==> src/rtl/hart_scheduler.sv <==
// Round-robin fetch scheduler for a multithreaded core: per-hart OFF/READY/WAIT state and a registered
// issue selection that starts its search at the hart after the last one issued.
module hart_scheduler #(
  parameter int NUM_HARTS = 4,
  parameter int HART_W    = 2
) (
  input  logic                 clk,
  input  logic                 reset,
  input  logic                 stall,
  input  logic [NUM_HARTS-1:0] hart_enable,
  input  logic                 block_req,
  input  logic [HART_W-1:0]    block_hart,
  input  logic [NUM_HARTS-1:0] wake,
  output logic                 issue_valid,
  output logic [HART_W-1:0]    issue_hart,
  output logic [31:0]          hart_id,
  output logic [NUM_HARTS-1:0] ready_mask,
  output logic [15:0]          idle_cycles
);

  localparam int SLOTS = 1 << HART_W;

  typedef enum logic [1:0] {
    H_OFF   = 2'd0,
    H_READY = 2'd1,
    H_WAIT  = 2'd2
  } hstate_t;

  hstate_t              state     [NUM_HARTS];
  hstate_t              state_nxt [NUM_HARTS];
  logic [NUM_HARTS-1:0] blocked;
  logic [SLOTS-1:0]     eligible;
  logic [HART_W-1:0]    last;
  logic [HART_W-1:0]    pick;
  logic                 found;
  int                   cand;

  // A block only counts when it actually moves a READY hart to WAIT; a
  // simultaneous wake cancels it and the hart stays eligible.
  always_comb begin
    blocked  = '0;
    eligible = '0;
    for (int h = 0; h < NUM_HARTS; h++) begin
      state_nxt[h] = state[h];
      blocked[h]   = block_req && (block_hart == HART_W'(h)) && !wake[h] &&
                     (state[h] == H_READY);
      if (!hart_enable[h]) begin
        state_nxt[h] = H_OFF;
      end else begin
        case (state[h])
          H_OFF:   state_nxt[h] = H_READY;
          H_READY: if (blocked[h]) state_nxt[h] = H_WAIT;
          H_WAIT:  if (wake[h]) state_nxt[h] = H_READY;
          default: state_nxt[h] = H_OFF;
        endcase
      end
      eligible[h] = (state[h] == H_READY) && hart_enable[h] && !blocked[h];
    end
  end

  // Search last+1 .. last+NUM_HARTS (mod NUM_HARTS); last itself is the final candidate.
  always_comb begin
    found = 1'b0;
    pick  = last;
    cand  = 0;
    for (int k = 1; k <= NUM_HARTS; k++) begin
      cand = int'(last) + k;
      if (cand >= NUM_HARTS) cand = cand - NUM_HARTS;
      if (!found && eligible[HART_W'(cand)]) begin
        found = 1'b1;
        pick  = HART_W'(cand);
      end
    end
  end

  always_ff @(posedge clk or posedge reset) begin
    if (reset) begin
      for (int h = 0; h < NUM_HARTS; h++) state[h] <= H_OFF;
    end else begin
      for (int h = 0; h < NUM_HARTS; h++) state[h] <= state_nxt[h];
    end
  end

  always_ff @(posedge clk or posedge reset) begin
    if (reset) begin
      issue_valid <= 1'b0;
      issue_hart  <= '0;
      last        <= HART_W'(NUM_HARTS - 1);
      idle_cycles <= '0;
    end else if (!stall) begin
      if (found) begin
        issue_valid <= 1'b1;
        issue_hart  <= pick;
        last        <= pick;
      end else begin
        issue_valid <= 1'b0;
        if (idle_cycles != 16'hFFFF) idle_cycles <= idle_cycles + 16'd1;
      end
    end
  end

  always_comb begin
    ready_mask = '0;
    for (int h = 0; h < NUM_HARTS; h++) ready_mask[h] = (state[h] == H_READY);
  end

  assign hart_id = {{(32 - HART_W){1'b0}}, issue_hart};

endmodule

==> config.mk <==
export PLATFORM = sky130hd
export DESIGN_NAME = hart_scheduler
export DESIGN_NICKNAME = d
export VERILOG_FILES = /design/src/rtl/hart_scheduler.sv
export SDC_FILE = /design/constraint.sdc
export NUM_CORES = 1
export LEC_CHECK = 0
export BUFFER_PORTS_ARGS = -buffer_cell sky130_fd_sc_hd__buf_2
export CORE_AREA = 2 2 64 66
export CTS_CLUSTER_SIZE = 40
export DETAILED_ROUTE_END_ITERATION = 8
export DIE_AREA = 0 0 66 68
export PLACE_DENSITY = 0.81
export SETUP_SLACK_MARGIN = 0.15
export SYNTH_ARGS = -nofsm -noshare
export SYNTH_HDL_FRONTEND = slang
export SYNTH_SLANG_ARGS = --single-unit
==> constraint.sdc <==
create_clock -name clk -period 2.7 [get_ports clk]
set_input_delay 0.27 -clock clk [delete_from_list [all_inputs] [get_ports clk]]
set_output_delay 0.27 -clock clk [all_outputs]
set_load 0.005 [all_outputs]
==> impl_results.md, run 1 <==
- Status: finished clean
- Total grt overflow: 0
- DR vias/cell: 4.87
- TritonCTS buffer count: 5
- Die area: 4490 um^2
- GPL Wtd Cong: 0.859
- Drt total wl: 3250 um
- Synth top cells by count: buf_4 (32), dfrtp_1 (27), xnor2_1 (11)
- Ant. Diodes: 0
- Core area: 3860 um^2
- Rel. slew slack: 59.8%
- FF-to-FF setup slack: 670 ps
- Post-CTS resize count: 0
- Largest area contributor in the netlist: dfrtp_1
- Setup CP Type: flop to flop
- Initial DRT Pass Iterations: 4
- Netlist Area Pre-Place: 1810 um^2
- Crit-path cells: ha_1, nand4_1, nor3_1, a2111oi_4, mux2_1
- Most common cell in the netlist: buf_4
- Worst-margin pin slew: 603 ps
- Setup_tns: 0 ps
- Die Height: 68 um
- Layout cells sized above 1: 27.6%
- Setup crit start kind: flop
- Clock Skew: 2.39 ps
- Tcrit/Tclk final: 75.4%
- CTS Sinks: 29
- First-pass GRT wire length: 5550 um
- Post-CTS setup buffer count: 0
- Post-Route Utilization: 52.5%
- Total global-route track usage: 16.6%
- Via Count: 1319
- IO buf count: 38
- Clk Latency, worst-skew pair: 280 ps
- Layout area overhead: 11.9%
- Yosys reg bits: 29
- Largest net degree at the start of global routing: 30
- Worst vdd rail ir drop: 287 uV
- Crit path DAT: 2200 ps
- Max FO, Critical Path: 10
- Max Cap Viol: 0
- Initial antenna violation count: 0
- ANT nets after route: 0
- WP data required: 2860 ps
- Final Hold Vio Count: 0
- Final Instance Area: 2020 um^2
- EDFF count, synth: 0
- Clock-pin slew on the worst setup and hold paths: 60 ps
- Placed cell areas: 1930 um^2
- DR iter-0 viols: 51
- Avg Synthesized Cell Area: 10.2 um^2
- Min-Delay Path Class: input pin to async pin
- Slowest-stage cell, CP: a2111oi_4
- TritonCTS clock tree: done
- Routed WL per cell: 12.0 um
- Leak: 0.962 nW
- Root buffer cell: clkbuf_8
- H-tree levels: 2
- Register area share after synthesis: 40.3%
- Vias in the first global route: 1231
- FFs w/ async S/R, synth: 100%
- Final layout net count: 235
- Min Tclk post-route: 2030 ps
- Maximum clock frequency: 0.491 GHz
- R2r startpoint: idle_cycles[0]$_DFFE_PP0P_
- Worst setup EP type: flop
- Ys flop type: dfrtp_1
- PwrDens: 633 nW/um^2
- Area contributors post-synth: dfrtp_1 (37%), buf_4 (13%), xnor2_1 (5.3%)
- IO Pins: 69
- Initial Utilization: 46.9%
- Hold Buf Count CTS: 0
- Top cell type's share of synthesized area: 37.4%
- Placed wire-length estimate: 2450 um
- Final setup viols: 0
- DR DRC count: 0
- Critical path origin: idle_cycles[0]$_DFFE_PP0P_
- Max-slew violations: 0
- Crit-path max cell delay: 630 ps
- Die X-Extent: 66 um
- Yosys warnings: 0
- Max clock buf depth: 2
- Row Count: 23
- Instance count of the mapped netlist: 178
- Netlist cell types: 46
- RSZ-0062 raised after global routing: false
routing by layer:
layer  GRT usage (%)  vias to the layer above  routed length, um  share of wire (%)
li1                -                      648                  -                  -
met1            18.8                      622               1310                 40
met2            29.3                       42               1680                 51
met3            4.93                        7                205                6.3
met4            6.89                        0                 58                1.8
met5               0                        -                  0                  0
metrics by stage:
stage	total power, W	hold slack (ps)	setup WS, ps	std cells
detailed placement	0.000923	358	483	263
CTS	0.00130	47.9	644	271
finish	0.00128	44.6	665	271
floorplan	0.000835	333	681	207
global placement	0.000910	354	525	263
global route	0.00137	97.6	521	271
layout make-up:
class                   instances  area, um^2
repair buffers                 39         198
flip-flops and latches         29         728
well taps                      50        62.6
multi-input cells             137         915
fillers                       382        1830
clock buffers                   8        90.1
inverters                       8        30.0
placed cells by master (no fill, tap or decap), drive strengths merged, types with 6 or more instances in the layout:
| cell type | synthesis | final |
|---|---|---|
| buf | 32 | 39 |
| nor2 | 8 | 8 |
| inv | 8 | 8 |
| nand2 | 8 | 8 |
| conb | 1 | 30 |
| xnor2 | 12 | 12 |
| clkbuf | 1 | 8 |
| nor2b | 6 | 6 |
| nand4 | 9 | 9 |
| dfrtp | 27 | 27 |
kinds of logic after synthesis:
logic type	synth area share, %
DFF	40.3
buffers and inverters	15.2
AOI/OAI and AO/OA	11.8
xor gates and xnor gates	7.68
muxes	1.80
and+or+nand+nor	22.4
other	0.207
adders and majority gates	0.692
state kept, by name (all words and copies together), names as in the netlist:
name and cells:
idle_cycles 16, state 8, issue_hart 2, last 2, issue_valid 1
critical path: cells and delay by family, from the launching register on:
family	cells	cell delay (ps)
AOI/OAI and AO/OA	1	630
DFF	1	420
muxes	1	380
adders and majority gates	1	240
and+or+nand+nor	2	230
power by group:
part	total, W	internal, W	switching, W
Clock	0.000368	0.000207	0.000160
Combinational	0.000299	0.000154	0.000145
Sequential	0.000613	0.000521	0.0000919
Total	0.00128	0.000883	0.000398
path summary, 6_finish.rpt:
path	endpoint	cells after the start
max	idle_cycles[1]$_DFFE_PP0P_	5
min	state[7]$_DFFE_PP0P_	3
max reg2reg	idle_cycles[1]$_DFFE_PP0P_	5
min reg2reg	state[6]$_DFFE_PP0P_	1
max in group asynchronous	last[1]$_DFFE_PP1P_	3
min in group clk	state[7]$_DFFE_PP0P_	2
No activity file was read; power rests on OpenSTA's default activity.
==> inputs of run 2 (changes only) <==
==> constraint.sdc (replaced) <==
create_clock -name clk -period 1.9 [get_ports clk]
set_input_delay 0.19 -clock clk [delete_from_list [all_inputs] [get_ports clk]]
set_output_delay 0.19 -clock clk [all_outputs]
set_load 0.005 [all_outputs]
==> run 2 against run 1 <==
  * Clock power grew 55%
  * Global-route usage grew 1.7 points
  * Wire length grew 8.2%
  * Die area is the same
  * Via count grew 6.3%
  * Sequential share of layout area shrank 3.7 points
  * Critical path depth grew 2
  * First-iteration DRC count grew 78%
  * Non-clock buffer count grew 22
  * Register-to-register slack lost 520 ps
  * Clock skew grew 5.2 ps
==> impl_results.md, run 2 (synthesis gave the netlist of run 1 again) <==
- Row Count: 23 (unchanged)
- Initial DRT Pass Iterations: 4 (unchanged)
- Crit path DAT: 1930 ps (was 2200 ps)
- RSZ-0062 raised after global routing: true (was false)
- Final setup viols: 0 (unchanged)
- CP bufs+invs: 1 (was 0)
- Setup crit start kind: flop (unchanged)
- Max clock buf depth: 2 (unchanged)
- Die Height: 68 um (unchanged)
- TritonCTS clock tree: done (unchanged)
- Slowest-stage cell, CP: a2111oi_4 (unchanged)
- Initial Utilization: 46.9% (unchanged)
- PwrDens: 874 nW/um^2 (was 633 nW/um^2)
- Clk Latency, worst-skew pair: 290 ps (was 280 ps)
- Die X-Extent: 66 um (unchanged)
- TritonCTS buffer count: 5 (unchanged)
- Commonest non-fill, non-tap cell in the layout: buf_2 (unchanged)
- DR iter-0 viols: 91 (was 51)
- Total grt overflow: 0 (unchanged)
- Initial antenna violation count: 0 (unchanged)
- Routed WL per cell: 12.0 um (about the same)
- Layout area overhead: 24.7% (was 11.9%)
- Layout cells sized above 1: 39.1% (was 27.6%)
- Root buffer cell: clkbuf_8 (unchanged)
- First-pass GRT wire length: 6020 um (was 5550 um)
- Layout Cells excl Fill: 293 (was 271)
- CTS Sinks: 29 (unchanged)
- Placed wire-length estimate: 2620 um (was 2450 um)
- H-tree levels: 2 (unchanged)
- Min-Delay Path Class: input pin to flop (was input pin to async pin)
- Placed cell areas: 2050 um^2 (was 1930 um^2)
- Largest Register: idle_cycles (unchanged)
- Crit-path cells: ha_2, nand4_1, nor3_2, a2111oi_4, buf_4, nand2_2, xnor2_2 (was ha_1, nand4_1, nor3_1, a2111oi_4, mux2_1)
- Leak: 1.09 nW (was 0.962 nW)
- Max FO, Critical Path: 4 (was 10)
- ANT nets after route: 0 (unchanged)
- DR vias/cell: 4.78 (was 4.87)
- WP data required: 2070 ps (was 2860 ps)
- GPL Wtd Cong: 0.753 (was 0.859)
- Vias in the first global route: 1363 (was 1231)
- Crit-path max cell delay: 440 ps (was 630 ps)
- Total global-route track usage: 18.2% (was 16.6%)
- Family with the most delay on the worst path: compound AO/OA/AOI/OAI gates (unchanged)
- Setup CP Type: flop to flop (unchanged)
- Drt total wl: 3520 um (was 3250 um)
- Worst setup EP type: flop (unchanged)
- Die area: 4490 um^2 (unchanged)
- Via Count: 1402 (was 1319)
- Placed Cells: 279 (was 263)
- Final layout net count: 257 (was 235)
- Maximum clock frequency: 0.569 GHz (was 0.491 GHz)
- Setup_tns: 0 ps (unchanged)
- Max reg flops: 16 (unchanged)
- Status: finished clean (unchanged)
- Largest net degree at the start of global routing: 30 (unchanged)
- DR DRC count: 0 (unchanged)
- Clock-pin slew on the worst setup and hold paths: 60 ps (about the same)
- Min Tclk post-route: 1760 ps (was 2030 ps)
- IO buf count: 38 (unchanged)
- Clock Skew: 7.59 ps (was 2.39 ps)
- Tcrit/Tclk final: 92.5% (was 75.4%)
- Worst vdd rail ir drop: 656 uV (was 287 uV)
- Final Hold Vio Count: 0 (unchanged)
- Max Cap Viol: 0 (unchanged)
- IO Pins: 69 (unchanged)
- Final Instance Area: 2250 um^2 (was 2020 um^2)
- Top flop regs: idle_cycles (16), state (8) (unchanged)
- Max-slew violations: 0 (unchanged)
- Core area: 3860 um^2 (unchanged)
- Most frequent cells in the layout: buf_2 (38), conb_1 (30), dfrtp_1 (27), buf_4 (21), xnor2_1 (10) (was buf_2 (38), conb_1 (30), dfrtp_1 (27), xnor2_1 (11), nand4_1 (9))
- FF-to-FF setup slack: 140 ps (was 670 ps)
- Ant. Diodes: 0 (unchanged)
[run 2: cell types whose count changed in the layout (fill, tap and decap cells not counted), moves of 2 or more]
cell      previous run  this run
nor3_2               0         2
nor3_1               4         2
clkbuf_1             2         0
buf_4                1        21
[run 2: worst register-to-register path, stage by stage (launching register included)]
cell       delay, ps
dfrtp_1          380
ha_2             190
nand4_1          140
nor3_2            80
a2111oi_4        440
buf_4            220
nand2_2           60
xnor2_2          130
[run 2: worst paths after layout]
kind / startpoint / end / cells past startpoint
max: idle_cycles[0]$_DFFE_PP0P_ / idle_cycles[4]$_DFFE_PP0P_ / 7
min: hart_enable[3] / state[0]$_DFFE_PP0P_ / 2
max reg2reg: idle_cycles[0]$_DFFE_PP0P_ / idle_cycles[4]$_DFFE_PP0P_ / 7
min reg2reg: state[6]$_DFFE_PP0P_ / state[6]$_DFFE_PP0P_ / 1
max in group asynchronous: reset / last[0]$_DFFE_PP1P_ / 4
min in group asynchronous: reset / idle_cycles[8]$_DFFE_PP0P_ / 4
[run 2: where the power goes]
group	switching (W)	internal [W]	total [W]
logic	0.000263	0.000296	0.000559
registers	0.000100	0.000741	0.000841
clock network	0.000245	0.000327	0.000572
[run 2: cell type report]
type | count | area [um^2]
clock buffer | 7 | 96.3
clock inverter | 1 | 5.00
fill | 352 | 1600
inverter | 8 | 30.0
multi-input combinational | 137 | 963
sequential | 29 | 728
tap | 50 | 62.6
timing repair buffer | 61 | 369
[run 2: per-layer routing]
layer | part of all wire, % | routed length (um) | GRT usage (%)
met5 | 0 | 0 | 0
met4 | 2.4 | 85 | 9.18
met3 | 6.4 | 224 | 6.25
met2 | 50 | 1740 | 31.8
met1 | 42 | 1470 | 19.8
[run 2: through the flow]
step	utilization (%)	worst slack [ps]	hold slack [ps]	power, W
2_1_floorplan	-	-18.5	253	0.00119
3_3_place_gp	53.2	-123	281	0.00136
3_5_place_dp	53.2	-153	287	0.00138
4_1_cts	57.6	151	127	0.00196
5_1_grt	58.5	32.9	140	0.00211
6_report	58.5	143	134	0.00197
[run 2: repair_timing]
item / CTS / global route
endpoints found under the setup margin: 9 / 14
cloned: 1 / 0
setup buffers: 3 / 1
gates resized for setup: 8 / 6
pin swaps: 3 / 2
endpoints found under the hold margin: 27 / 0
hold buffers: 1 / 0
==> inputs of run 3 (changes only) <==
--- a/config.mk
+++ b/config.mk
@@ -6,12 +6,14 @@
 export NUM_CORES = 1
 export LEC_CHECK = 0
 export BUFFER_PORTS_ARGS = -buffer_cell sky130_fd_sc_hd__buf_2
-export CORE_AREA = 2 2 64 66
+export CELL_PAD_IN_SITES_DETAIL_PLACEMENT = 1
+export CELL_PAD_IN_SITES_GLOBAL_PLACEMENT = 2
+export CORE_AREA = 2 2 82 84
 export CTS_CLUSTER_SIZE = 40
 export DETAILED_ROUTE_END_ITERATION = 8
-export DIE_AREA = 0 0 66 68
-export PLACE_DENSITY = 0.81
-export SETUP_SLACK_MARGIN = 0.15
+export DIE_AREA = 0 0 84 86
+export PLACE_DENSITY = 0.82
+export SETUP_SLACK_MARGIN = 0.2
 export SYNTH_ARGS = -nofsm -noshare
 export SYNTH_HDL_FRONTEND = slang
 export SYNTH_SLANG_ARGS = --single-unit
==> run 3 against run 2 <==
  * Critical path type unchanged
  * Design area is 6.6% higher
  * Clock skew is 3.7 ps lower
  * Final cell count is 14% higher
  * Count of clock-buffer cells in the layout stayed put
  * Global-route usage is 5.8 points lower
  * Via count is 7.1% higher
  * First-iteration DRC count is 79% lower
  * Sequential cell count stayed put
  * Largest cell class unchanged
==> impl_results.md, run 3 (synthesis gave the netlist of run 1 again) <==
- Row Count: 29 (was 23)
- DR DRC count: 0 (unchanged)
- Final Hold Vio Count: 0 (unchanged)
- Min Tclk post-route: 1770 ps (was 1760 ps)
- IO buf count: 38 (unchanged)
- Max Cap Viol: 0 (unchanged)
- Crit path DAT: 1940 ps (was 1930 ps)
- Final setup viols: 0 (unchanged)
- Final Instance Area: 2400 um^2 (was 2250 um^2)
- Die X-Extent: 84 um (was 66 um)
- Fillers: 748 (was 352)
- IO Pins: 69 (unchanged)
- Area of the multi-input gates: 970 um^2 (was 963 um^2)
- Total grt overflow: 0 (unchanged)
- Worst hold margin: 149 ps (was 134 ps)
- Layout Cells excl Fill: 333 (was 293)
- Layout cells sized above 1: 42.6% (was 39.1%)
- Crit path setup slack, layout: 135 ps (was 143 ps)
- Clock-pin slew on the worst setup and hold paths: 70 ps (was 60 ps)
- Clock Skew: 3.94 ps (was 7.59 ps)
- TritonCTS clock tree: done (unchanged)
- Hold Path Cell Cnt: 2 (unchanged)
- Max-slew violations: 0 (unchanged)
- Placed wire-length estimate: 3250 um (was 2620 um)
- Clk Latency, worst-skew pair: 280 ps (was 290 ps)
- Vias in the first global route: 1492 (was 1363)
- Initial antenna violation count: 0 (unchanged)
- Initial Utilization: 28.8% (was 46.9%)
- Layout area overhead: 32.9% (was 24.7%)
- Worst vdd rail ir drop: 494 uV (was 656 uV)
- Most frequent cells in the layout: buf_2 (38), buf_4 (35), conb_1 (30), dfrtp_1 (27), xnor2_1 (11) (was buf_2 (38), conb_1 (30), dfrtp_1 (27), buf_4 (21), xnor2_1 (10))
- DR vias/cell: 4.51 (was 4.78)
- First-pass GRT wire length: 7180 um (was 6020 um)
- PwrDens: 898 nW/um^2 (was 874 nW/um^2)
- WP data required: 2070 ps (about the same)
- Root buffer cell: clkbuf_8 (unchanged)
- ANT nets after route: 0 (unchanged)
- Max clock buf depth: 2 (unchanged)
- Drt total wl: 4310 um (was 3520 um)
- Maximum clock frequency: 0.566 GHz (was 0.569 GHz)
- Total global-route track usage: 12.5% (was 18.2%)
- Min-Delay Path Class: input pin to flop (unchanged)
- H-tree levels: 2 (unchanged)
- Die Height: 86 um (was 68 um)
- Commonest non-fill, non-tap cell in the layout: buf_2 (unchanged)
- GPL Wtd Cong: 0.784 (was 0.753)
- Ant. Diodes: 0 (unchanged)
- Tcrit/Tclk final: 92.9% (was 92.5%)
- Setup WS pre-CTS: -166 ps (was -153 ps)
- Largest net degree at the start of global routing: 30 (unchanged)
- Register area: 728 um^2 (unchanged)
- Via Count: 1502 (was 1402)
- Worst setup EP type: flop (unchanged)
- Max FO, Critical Path: 4 (unchanged)
- DR iter-0 viols: 19 (was 91)
- Die area: 7220 um^2 (was 4490 um^2)
- Max reg flops: 16 (unchanged)
- TritonCTS buffer count: 5 (unchanged)
- Status: finished clean (unchanged)
- Routed WL per cell: 12.9 um (was 12.0 um)
- Initial DRT Pass Iterations: 4 (unchanged)
- CTS Sinks: 29 (unchanged)
- Placed cell areas: 2140 um^2 (was 2050 um^2)
- Core area: 6280 um^2 (was 3860 um^2)
- Leak: 1.15 nW (was 1.09 nW)
- Setup crit start kind: flop (unchanged)
- Top flop regs: idle_cycles (16), state (8) (unchanged)
- Final layout net count: 270 (was 257)
- FF-to-FF path depth: 5 (was 7)
- Largest Register: idle_cycles (unchanged)
- RSZ-0062 raised after global routing: true (unchanged)
- Setup CP Type: flop to flop (unchanged)
- Placed Cells: 313 (was 279)
==> run 3: worst paths after layout <==
path | from | to | slack (ps)
hold / removal | hart_enable[3] | state[0]$_DFFE_PP0P_ | 150
setup reg to reg | state[6]$_DFFE_PP0P_ | idle_cycles[12]$_DFFE_PP0P_ | 130
max in group asynchronous | reset | last[0]$_DFFE_PP1P_ | 1050
min in group asynchronous | reset | idle_cycles[4]$_DFFE_PP0P_ | 530
setup / recovery | state[6]$_DFFE_PP0P_ | idle_cycles[12]$_DFFE_PP0P_ | 130
hold reg to reg | idle_cycles[9]$_DFFE_PP0P_ | idle_cycles[9]$_DFFE_PP0P_ | 490
==> run 3: metal layers <==
layer	GRT usage, %	vias up	part of all wire, %
met5	0	-	0
met3	3.66	4	5.8
met1	15.7	734	44
met4	3.52	0	0.84
li1	-	715	-
met2	20.9	49	49
==> run 3: per-stage QoR <==
stage               utilization [%]  total power (W)  TNS [ps]
floorplan                         -          0.00119     -35.6
global placement               34.1          0.00139      -361
CTS                            37.7          0.00216         0
detailed placement             34.1          0.00142      -696
global route                   38.3          0.00231         0
finish                         38.3          0.00216         0
==> run 3: area by class of cell <==
cell class | instances | share of cell area (%)
multi-input combinational | 137 | 40.3
sequential | 29 | 30.3
timing repair buffer | 74 | 19.3
tap | 77 | 4.01
clock buffer | 7 | 3.59
clock inverter | 1 | 1.25
inverter | 8 | 1.25
==> run 3: worst max-delay path, cell delays in order, from the launching register on <==
cell and delay (ps):
dfrtp_1 380, and3b_2 230, o2bb2ai_4 160, or3_4 400, or3_4 350, xnor2_2 130
==> run 3: timing repair <==
item                                   CTS  global route
pin swaps                               10             0
setup endpoints to repair               14            15
endpoints found under the hold margin   27             0
hold buffers                             1             0
setup buffers                            9             2
resized for setup                        9             5
==> run 3: where the power goes <==
group	switching [W]	internal, W	leakage, nW	total (W)
logic	0.000289	0.000353	0.731	0.000642
clock network	0.000247	0.000427	0.0585	0.000674
registers	0.000102	0.000741	0.364	0.000842
